## src/rtl/fifo_burst_reader.sv

```systemverilog
// rtl/fifo_burst_reader.sv - FIFO read-side drainer framing words into bursts; FIFO_RD_FLUSH_EN adds idle flush of partial bursts
module fifo_burst_reader #(
    parameter int DATA_WIDTH = 32,
    parameter int BURST_LEN  = 16,
    parameter int TIMEOUT    = 64
) (
    input  logic                         CLK,
    input  logic                         RST_N,
    input  logic                         ENABLE,
    input  logic [DATA_WIDTH-1:0]        FIFO_Q,
    input  logic                         FIFO_EMPTY,
    output logic                         FIFO_DEQ,
    output logic [DATA_WIDTH-1:0]        OUT_DATA,
    output logic                         OUT_VALID,
    input  logic                         OUT_READY,
    output logic                         OUT_LAST,
    output logic [$clog2(BURST_LEN)-1:0] BEAT,
    output logic                         BUSY
);
    localparam int BEAT_W = $clog2(BURST_LEN);
    localparam logic [BEAT_W-1:0] BEAT_MAX = BEAT_W'(BURST_LEN - 1);

    logic [DATA_WIDTH-1:0] mem [4];
    logic [1:0]            rd_ptr;
    logic [1:0]            wr_ptr;
    logic [2:0]            occ;
    logic                  inflight;
    logic [BEAT_W-1:0]     beat;
    logic                  handshake;
    logic                  at_end;

    // Counting the in-flight word guarantees the 4-entry buffer can never overflow.
    assign FIFO_DEQ  = RST_N & ENABLE & ~FIFO_EMPTY & ((occ + {2'b00, inflight}) <= 3'd3);
    assign handshake = OUT_VALID & OUT_READY;
    assign at_end    = (beat == BEAT_MAX);
    assign OUT_DATA  = mem[rd_ptr];
    assign BEAT      = beat;
    assign BUSY      = (occ != 3'd0) | inflight;

`ifdef FIFO_RD_FLUSH_EN
    localparam int IDLE_W = $clog2(TIMEOUT + 1);
    localparam logic [IDLE_W-1:0] IDLE_MAX = IDLE_W'(TIMEOUT);

    logic [IDLE_W-1:0] idle;
    logic              shown;
    logic              shown_last;
    logic              timed_out;

    assign timed_out = (idle == IDLE_MAX);
    // A lone head is held back until a successor exists, the burst ends, or the idle timer expires.
    assign OUT_VALID = (occ != 3'd0) &
                       (shown | (occ >= 3'd2) | inflight | at_end | timed_out);
    assign OUT_LAST  = OUT_VALID & (shown ? shown_last : (at_end | timed_out));

    always_ff @(posedge CLK) begin
        if (!RST_N) begin
            idle       <= '0;
            shown      <= 1'b0;
            shown_last <= 1'b0;
        end else begin
            shown      <= OUT_VALID & ~OUT_READY;
            shown_last <= OUT_LAST;
            if (inflight | handshake) begin
                idle <= '0;
            end else if ((occ == 3'd1) & ~OUT_VALID & ~timed_out) begin
                idle <= idle + 1'b1;
            end
        end
    end
`else
    assign OUT_VALID = (occ != 3'd0);
    assign OUT_LAST  = OUT_VALID & at_end;
`endif

    always_ff @(posedge CLK) begin
        if (!RST_N) begin
            rd_ptr   <= 2'd0;
            wr_ptr   <= 2'd0;
            occ      <= 3'd0;
            inflight <= 1'b0;
            beat     <= '0;
            for (int i = 0; i < 4; i++) begin
                mem[i] <= '0;
            end
        end else begin
            inflight <= FIFO_DEQ;
            if (inflight) begin
                mem[wr_ptr] <= FIFO_Q;
                wr_ptr      <= wr_ptr + 2'd1;
            end
            if (handshake) begin
                rd_ptr <= rd_ptr + 2'd1;
                beat   <= OUT_LAST ? '0 : beat + 1'b1;
            end
            occ <= occ + {2'b00, inflight} - {2'b00, handshake};
        end
    end
endmodule
```

## config.mk

```make
export PLATFORM = sky130hd
export DESIGN_NAME = fifo_burst_reader
export DESIGN_NICKNAME = d
export VERILOG_FILES = /design/src/rtl/fifo_burst_reader.sv
export SDC_FILE = /design/constraint.sdc
export NUM_CORES = 1
export LEC_CHECK = 0
export ABC_AREA = 1
export CORE_MARGIN = 2
export CORE_UTILIZATION = 45
export CTS_CLUSTER_SIZE = 20
export DETAILED_ROUTE_END_ITERATION = 8
export PLACE_DENSITY = 0.71
export SLEW_MARGIN = 20
export SYNTH_ARGS = -nofsm -noshare
export SYNTH_HDL_FRONTEND = slang
export SYNTH_SLANG_ARGS = --single-unit
```

## constraint.sdc

```tcl
create_clock -name CLK -period 4.19 [get_ports CLK]
set_input_delay 0.6285 -clock CLK [delete_from_list [all_inputs] [get_ports CLK]]
set_output_delay 0.6285 -clock CLK [all_outputs]
set_load 0.01 [all_outputs]
```

==> results of run 1 <==
-- power by group through the flow --
| stage | Sequential, uW | Clock, uW | Combinational, uW |
|---|---|---|---|
| finish | 1700 | 1470 | 1070 |
| global route | 1720 | 1550 | 1190 |
| CTS | 1700 | 1480 | 1090 |
| detailed placement | 1730 | 0 | 1080 |
| global placement | 1730 | 0 | 1050 |
| floorplan | 1700 | 0 | 606 |
-- area by class of cell --
class,instances,area (um2),share of cell area (%)
clock inverter,14,150,1.95
inverter,50,190,2.46
multi-input combinational,352,1770,22.9
sequential,142,4130,53.4
clock buffer,18,429,5.56
timing repair buffer,85,828,10.7
tap,180,225,2.92
-- per-stage QoR --
step | hold slack (ps) | power [uW]
2_1_floorplan | 467 | 2310
3_3_place_gp | 489 | 2780
3_5_place_dp | 502 | 2810
4_1_cts | 511 | 4280
5_1_grt | 553 | 4450
6_report | 512 | 4250
-- worst max-delay path: stages, from the launching register on --
cell and delay (ps):
dfxtp_2 480, inv_4 520, o21ai_0 200, o22ai_1 250, clkdlybuf4s50_1 590
-- logic make-up after synthesis --
group           after synthesis  share of synthesized area [%]
compound gates              106                           9.09
xor+xnor                      1                          0.139
fa+ha+maj                     5                          0.996
buf+inv                      86                           6.65
flops                       142                           65.7
simple gates                240                           17.5
-- final timing paths --
kind,endpoint,slack [ps],from
worst min-delay path,rd_ptr[1],510,rd_ptr[1]
worst min register to register,rd_ptr[1],510,rd_ptr[1]
worst max-delay path,OUT_DATA[6],1060,flip-flop
worst max register to register,mem[3][16],2310,wr_ptr[0]
-- sequential cells by signal, summed over array words and instances, names as in the netlist, named ones only --
register,count
mem,128
BEAT,4
occ,3
rd_ptr,2
wr_ptr,2
inflight,1
-- cells in the final DEF, fill, tap and decap left out, drive strengths merged --
| cell | instances |
|---|---|
| a21oi | 4 |
| buf | 9 |
| bufinv | 3 |
| clkbuf | 18 |
| clkdlybuf4s50 | 76 |
| clkinv | 9 |
| clkinvlp | 2 |
| dfxtp | 14 |
| edfxtp | 128 |
| ha | 5 |
| inv | 50 |
| nand2 | 24 |
| nand3 | 5 |
| nand3b | 1 |
| nand4 | 2 |
| nor2 | 174 |
| nor3 | 34 |
| o21ai | 70 |
| o22ai | 32 |
| xnor2 | 1 |
-- metal layers --
| layer | share of wire (%) | wire (um) |
|---|---|---|
| met1 | 41 | 5730 |
| met2 | 52 | 7320 |
| met3 | 6.5 | 910 |
| met4 | 0.97 | 137 |
| met5 | 0 | 0 |
==> flow_summary_export.csv, run 1 <==
group,metric,value,unit
global_routing,grt_pass1_wl,22400,um
logic_synthesis,ys_ff_latch,142,
worst_setup_path,worstPathMaxFanout,64,
sta,max_freq,0.319,GHz
sta,worstMarginPinSlew,887,ps
global_routing,gr-usage-all-layers,20.0,%
logic_synthesis,synth_area_leaders,"edfxtp_1 (61%), nor2_1 (9.7%), o21ai_0 (5.3%)",
layout,fin_nets,690,
drt,drt_iter0_drc,459,
clock_tree,ctsRootBufferMaster,"clkbuf_16",
placement,place.gp.congestion,0.802,
pwr,power.leakage,0.00291,uW
pwr,sw_frac_of_total,28.6,%
clock_tree,cts_sinks,142,
sta,setup_tns,0,ps
sta,maxSlewViolCount,0,
layout,final_core_util,56.0,%
worst_setup_path,arrival,2500,ps
logic_synthesis,yosys.area.top_type,"edfxtp_1",
layout,stdcell_count,841,
global_routing,met1_usage,24.3,%
sta,period_share,74.7,%
clock_tree,cts_resized,0,
floorplan,start_util,45.6,%
clock_tree,cts_buffers,17,
sta,rsz0062_at_grt,"no",
pwr,powerDensity,551,mW/mm2
pwr,clock_power_share,34.7,%
worst_setup_path,critPathKind,"reg -> out",
placement,dpl_worst_slack,1170,ps
drt,ant_nets,0,
layout,fin_area,0.00772,mm2
pwr,p_seq_share,40.1,%
layout,layout-drive-gt1-share,12.1,%
logic_synthesis,synthCells,580,
drt,wl_per_cell,16.8,um
sta,fin_skew,5.65,ps
clock_tree,cts_max_path_buffers,2,
logic_synthesis,synth_edf_count,128,
global_routing,grt_use_met3,4.78,%
logic_synthesis,async_reset_ff_share,0,%
logic_synthesis,synth_nets,622,
floorplan,core,0.0138,mm2
logic_synthesis,ys.warnings.count,0,
worst_setup_path,r2r_cells,3,
logic_synthesis,synth_ff_type,"edfxtp_1",
outcome,status,"finished clean",
drt,drcViolationCount,0,
floorplan,rows,43,
floorplan,dieArea,0.0149,mm2
placement,dp_hpwl,8060,um
logic_synthesis,seq_area_frac_synth,65.7,%
logic_synthesis,avgSynthCellArea,10.8,um2
layout,n_fill_cell,1210,
placement,placed_area,0.00714,mm2
sta,fin_crit,3130,ps
logic_synthesis,synthDistinctLibCells,23,
global_routing,grt_max_degree,66,
global_routing,met2_usage,35.4,%
layout,num_antenna_cells,0,
floorplan,die_w,122,um
worst_setup_path,start_kind,"flip-flop",
worst_setup_path,cp-end-kind,"output port",
logic_synthesis,syn-cell-area,0.00628,mm2
drt,first_pass_iters,5,
logic_synthesis,yosys.area.top_type_share,61.2,%
pwr,ir_worst_vdd,0.295,mV
clock_tree,cts_tree,"built",
clock_tree,post_cts_buffers,0,
worst_setup_path,cp.required,3560,ps
job,cap_violations,0,
floorplan,ios,77,
sta,finalWorstSetupSlack,1060,ps
clock_tree,htreeDepth,4,
drt,avgViaCountPerCell,5.22,
placement,port_buffers,76,
drt,vias,4393,
min_path,hold_depth,2,
clock_tree,clkTransAtPathRegs,60,ps
floorplan,die_h,122,um
clock_tree,insertion_delay,410,ps
global_routing,grt_busiest_layer,"met2",
logic_synthesis,synth_common_cells,"nor2_1 (163), edfxtp_1 (128), o21ai_0 (66)",
pwr,switchingPower,1220,uW
placement,dp_cells,809,
global_routing,grt_pass1_vias,4470,
sta,final_hold_viol_count,0,
sta,maxSlewHeadroom,40.7,%
min_path,min-delay-path-class,"reg -> reg",
global_routing,overflow,0,
drt,finalWirelength,14100,um
layout,area_delta_synth_final,22.9,%
global_routing,grt_antenna_before_repair,0,
pwr,p_int,3040,uW
sta,setup_viol,0,
clock_tree,hold_buffers,0,
pwr,combPwrFrac,25.3,%
logic_synthesis,synth_most_common_cell,"nor2_1",
Power figures use the tool's default switching activity.
==> inputs of run 2 (changes only) <==
- clock period: 4.19 -> 3 ns (I/O delays scaled with it)
==> run 2 against run 1 <==
Non-clock buffer count increased by 6. Clock-buffer cell count decreased by 1. Critical path depth unchanged. Cell count increased by 0.71%. Utilization increased by 0.50 points. Flip-flop and latch count unchanged. Clock power increased by 39%. Sequential share of layout area decreased by 0.47 points. First-iteration DRC count decreased by 32%. Sequential power increased by 38%. Via count increased by 1.9%. Critical path type unchanged.
==> flow_summary_export.csv, run 2 (synthesis results as in run 1) <==
group,metric,value,unit
clock_tree,ctsRootBufferMaster,"clkbuf_16",
global_routing,grt_antenna_before_repair,0,
sta,fin_crit,2700,ps
floorplan,die_w,122,um
pwr,switchingPower,1690,uW
sta,setup_viol,0,
min_path,hp-start,"rd_ptr[1]",
drt,first_pass_iters,5,
layout,fin_nets,696,
sta,rsz0062_at_grt,"no",
clock_tree,hold_buffers,0,
floorplan,die_h,122,um
clock_tree,post_cts_buffers,0,
min_path,min-delay-path-class,"reg -> reg",
clock_tree,cts_buffers,17,
pwr,p_seq_share,39.5,%
drt,wl_per_cell,16.3,um
drt,vias,4478,
sta,maxSlewHeadroom,35.1,%
global_routing,grt_max_degree,66,
layout,largest_register_ffs,128,
placement,placed_area,0.00721,mm2
floorplan,rows,43,
layout,area_delta_synth_final,24.0,%
worst_setup_path,worstPathMaxFanout,64,
worst_setup_path,arrival,2250,ps
clock_tree,cts_tree,"built",
clock_tree,cts_resized,0,
floorplan,core,0.0138,mm2
pwr,combPwrFrac,26.1,%
global_routing,gr-usage-all-layers,19.5,%
layout,regMostFlops,"mem",
drt,ant_nets,0,
floorplan,ios,77,
worst_setup_path,r2r_cells,3,
layout,layout-drive-gt1-share,12.7,%
layout,layout_commonest_cell,"nor2_1",
pwr,ir_worst_vdd,0.400,mV
worst_setup_path,r2r_slack,1010,ps
sta,worstMarginPinSlew,969,ps
drt,avgViaCountPerCell,5.29,
clock_tree,htreeDepth,4,
min_path,worstHoldEndpoint,"rd_ptr[1]",
layout,n_fill_cell,1212,
drt,finalWirelength,13800,um
clock_tree,cts_max_path_buffers,2,
layout,num_antenna_cells,0,
worst_setup_path,cp-end-kind,"output port",
sta,final_hold_viol_count,0,
clock_tree,clkTransAtPathRegs,50,ps
layout,fin_area,0.00779,mm2
clock_tree,insertion_delay,410,ps
job,cap_violations,0,
global_routing,overflow,0,
layout,final_cell_mix,"nor2_1 (163), edfxtp_1 (128), clkdlybuf4s50_1 (76)",
worst_setup_path,reg2reg_to,"mem[3][26]",
pwr,power.leakage,0.00295,uW
placement,place.gp.congestion,0.820,
worst_setup_path,critPathKind,"reg -> out",
floorplan,start_util,45.6,%
pwr,p_int,4250,uW
sta,period_share,89.9,%
sta,setup_tns,0,ps
placement,dp_hpwl,8070,um
outcome,status,"finished clean",
global_routing,grt_pass1_wl,22100,um
worst_setup_path,r2r_start,"wr_ptr[0]",
min_path,hold_depth,2,
global_routing,grt_pass1_vias,4524,
sta,maxSlewViolCount,0,
pwr,clock_power_share,34.4,%
worst_setup_path,start_kind,"flip-flop",
pwr,powerDensity,763,mW/mm2
pwr,sw_frac_of_total,28.4,%
floorplan,dieArea,0.0149,mm2
placement,port_buffers,76,
drt,drt_iter0_drc,313,
sta,max_freq,0.371,GHz
drt,drcViolationCount,0,
clock_tree,cts_sinks,142,
sta,fin_skew,8.22,ps
worst_setup_path,cp.required,2550,ps
run 2: worst max path at each step:
stage	startpoint	end	slack, ps	cells after the start
final	flip-flop	OUT_DATA[6]	300	4
after global routing	flip-flop	OUT_DATA[6]	140	4
after CTS	flip-flop	OUT_DATA[6]	290	4
after detailed placement	RST_N	mem[2][5]	590	7
after global placement	RST_N	mem[2][9]	660	7
after floorplan	wr_ptr[1]	mem[1][0]	580	3
run 2: power groups by stage:
stage          Sequential [uW]  Clock, uW  Combinational (uW)
6_report                  2350       2050                1550
5_1_grt                   2360       2140                1700
4_1_cts                   2350       2070                1570
3_5_place_dp              2390          0                1560
3_3_place_gp              2380          0                1530
2_1_floorplan             2370          0                 847
run 2: layout make-up:
cell class                      count  area (um2)  area share [%]
Sequential cell                   142        4130            53.0
Multi-Input combinational cell    352        1770            22.7
Timing Repair Buffer               91         898            11.5
Clock buffer                       17         425            5.46
Tap cell                          180         225            2.89
Inverter                           50         190            2.44
Clock inverter                     15         153            1.96
run 2: stage by stage:
stage / cells / util, % / hold slack [ps] / total power (uW) / setup WS [ps]
final: 847 / 56.5 / 505 / 5940 / 303
after global routing: 847 / 56.5 / 551 / 6200 / 143
after CTS: 847 / 56.5 / 505 / 5990 / 291
after detailed placement: 815 / 52.3 / 498 / 3950 / 590
after global placement: 815 / 52.3 / 496 / 3900 / 663
after floorplan: 580 / - / 467 / 3220 / 579
run 2: worst max-delay path: stages, from the launching register on:
cell and delay, ps:
dfxtp_2 340, inv_4 450, o21ai_0 190, o22ai_1 260, clkdlybuf4s50_1 600
run 2: routing by layer:
metal	up-vias	global-route usage (%)	part of all wire, %
met1	2189	24.0	42
met5	-	0	0
met4	0	7.33	1.3
met2	125	33.6	52
met3	15	4.35	5.1
li1	2149	-	-
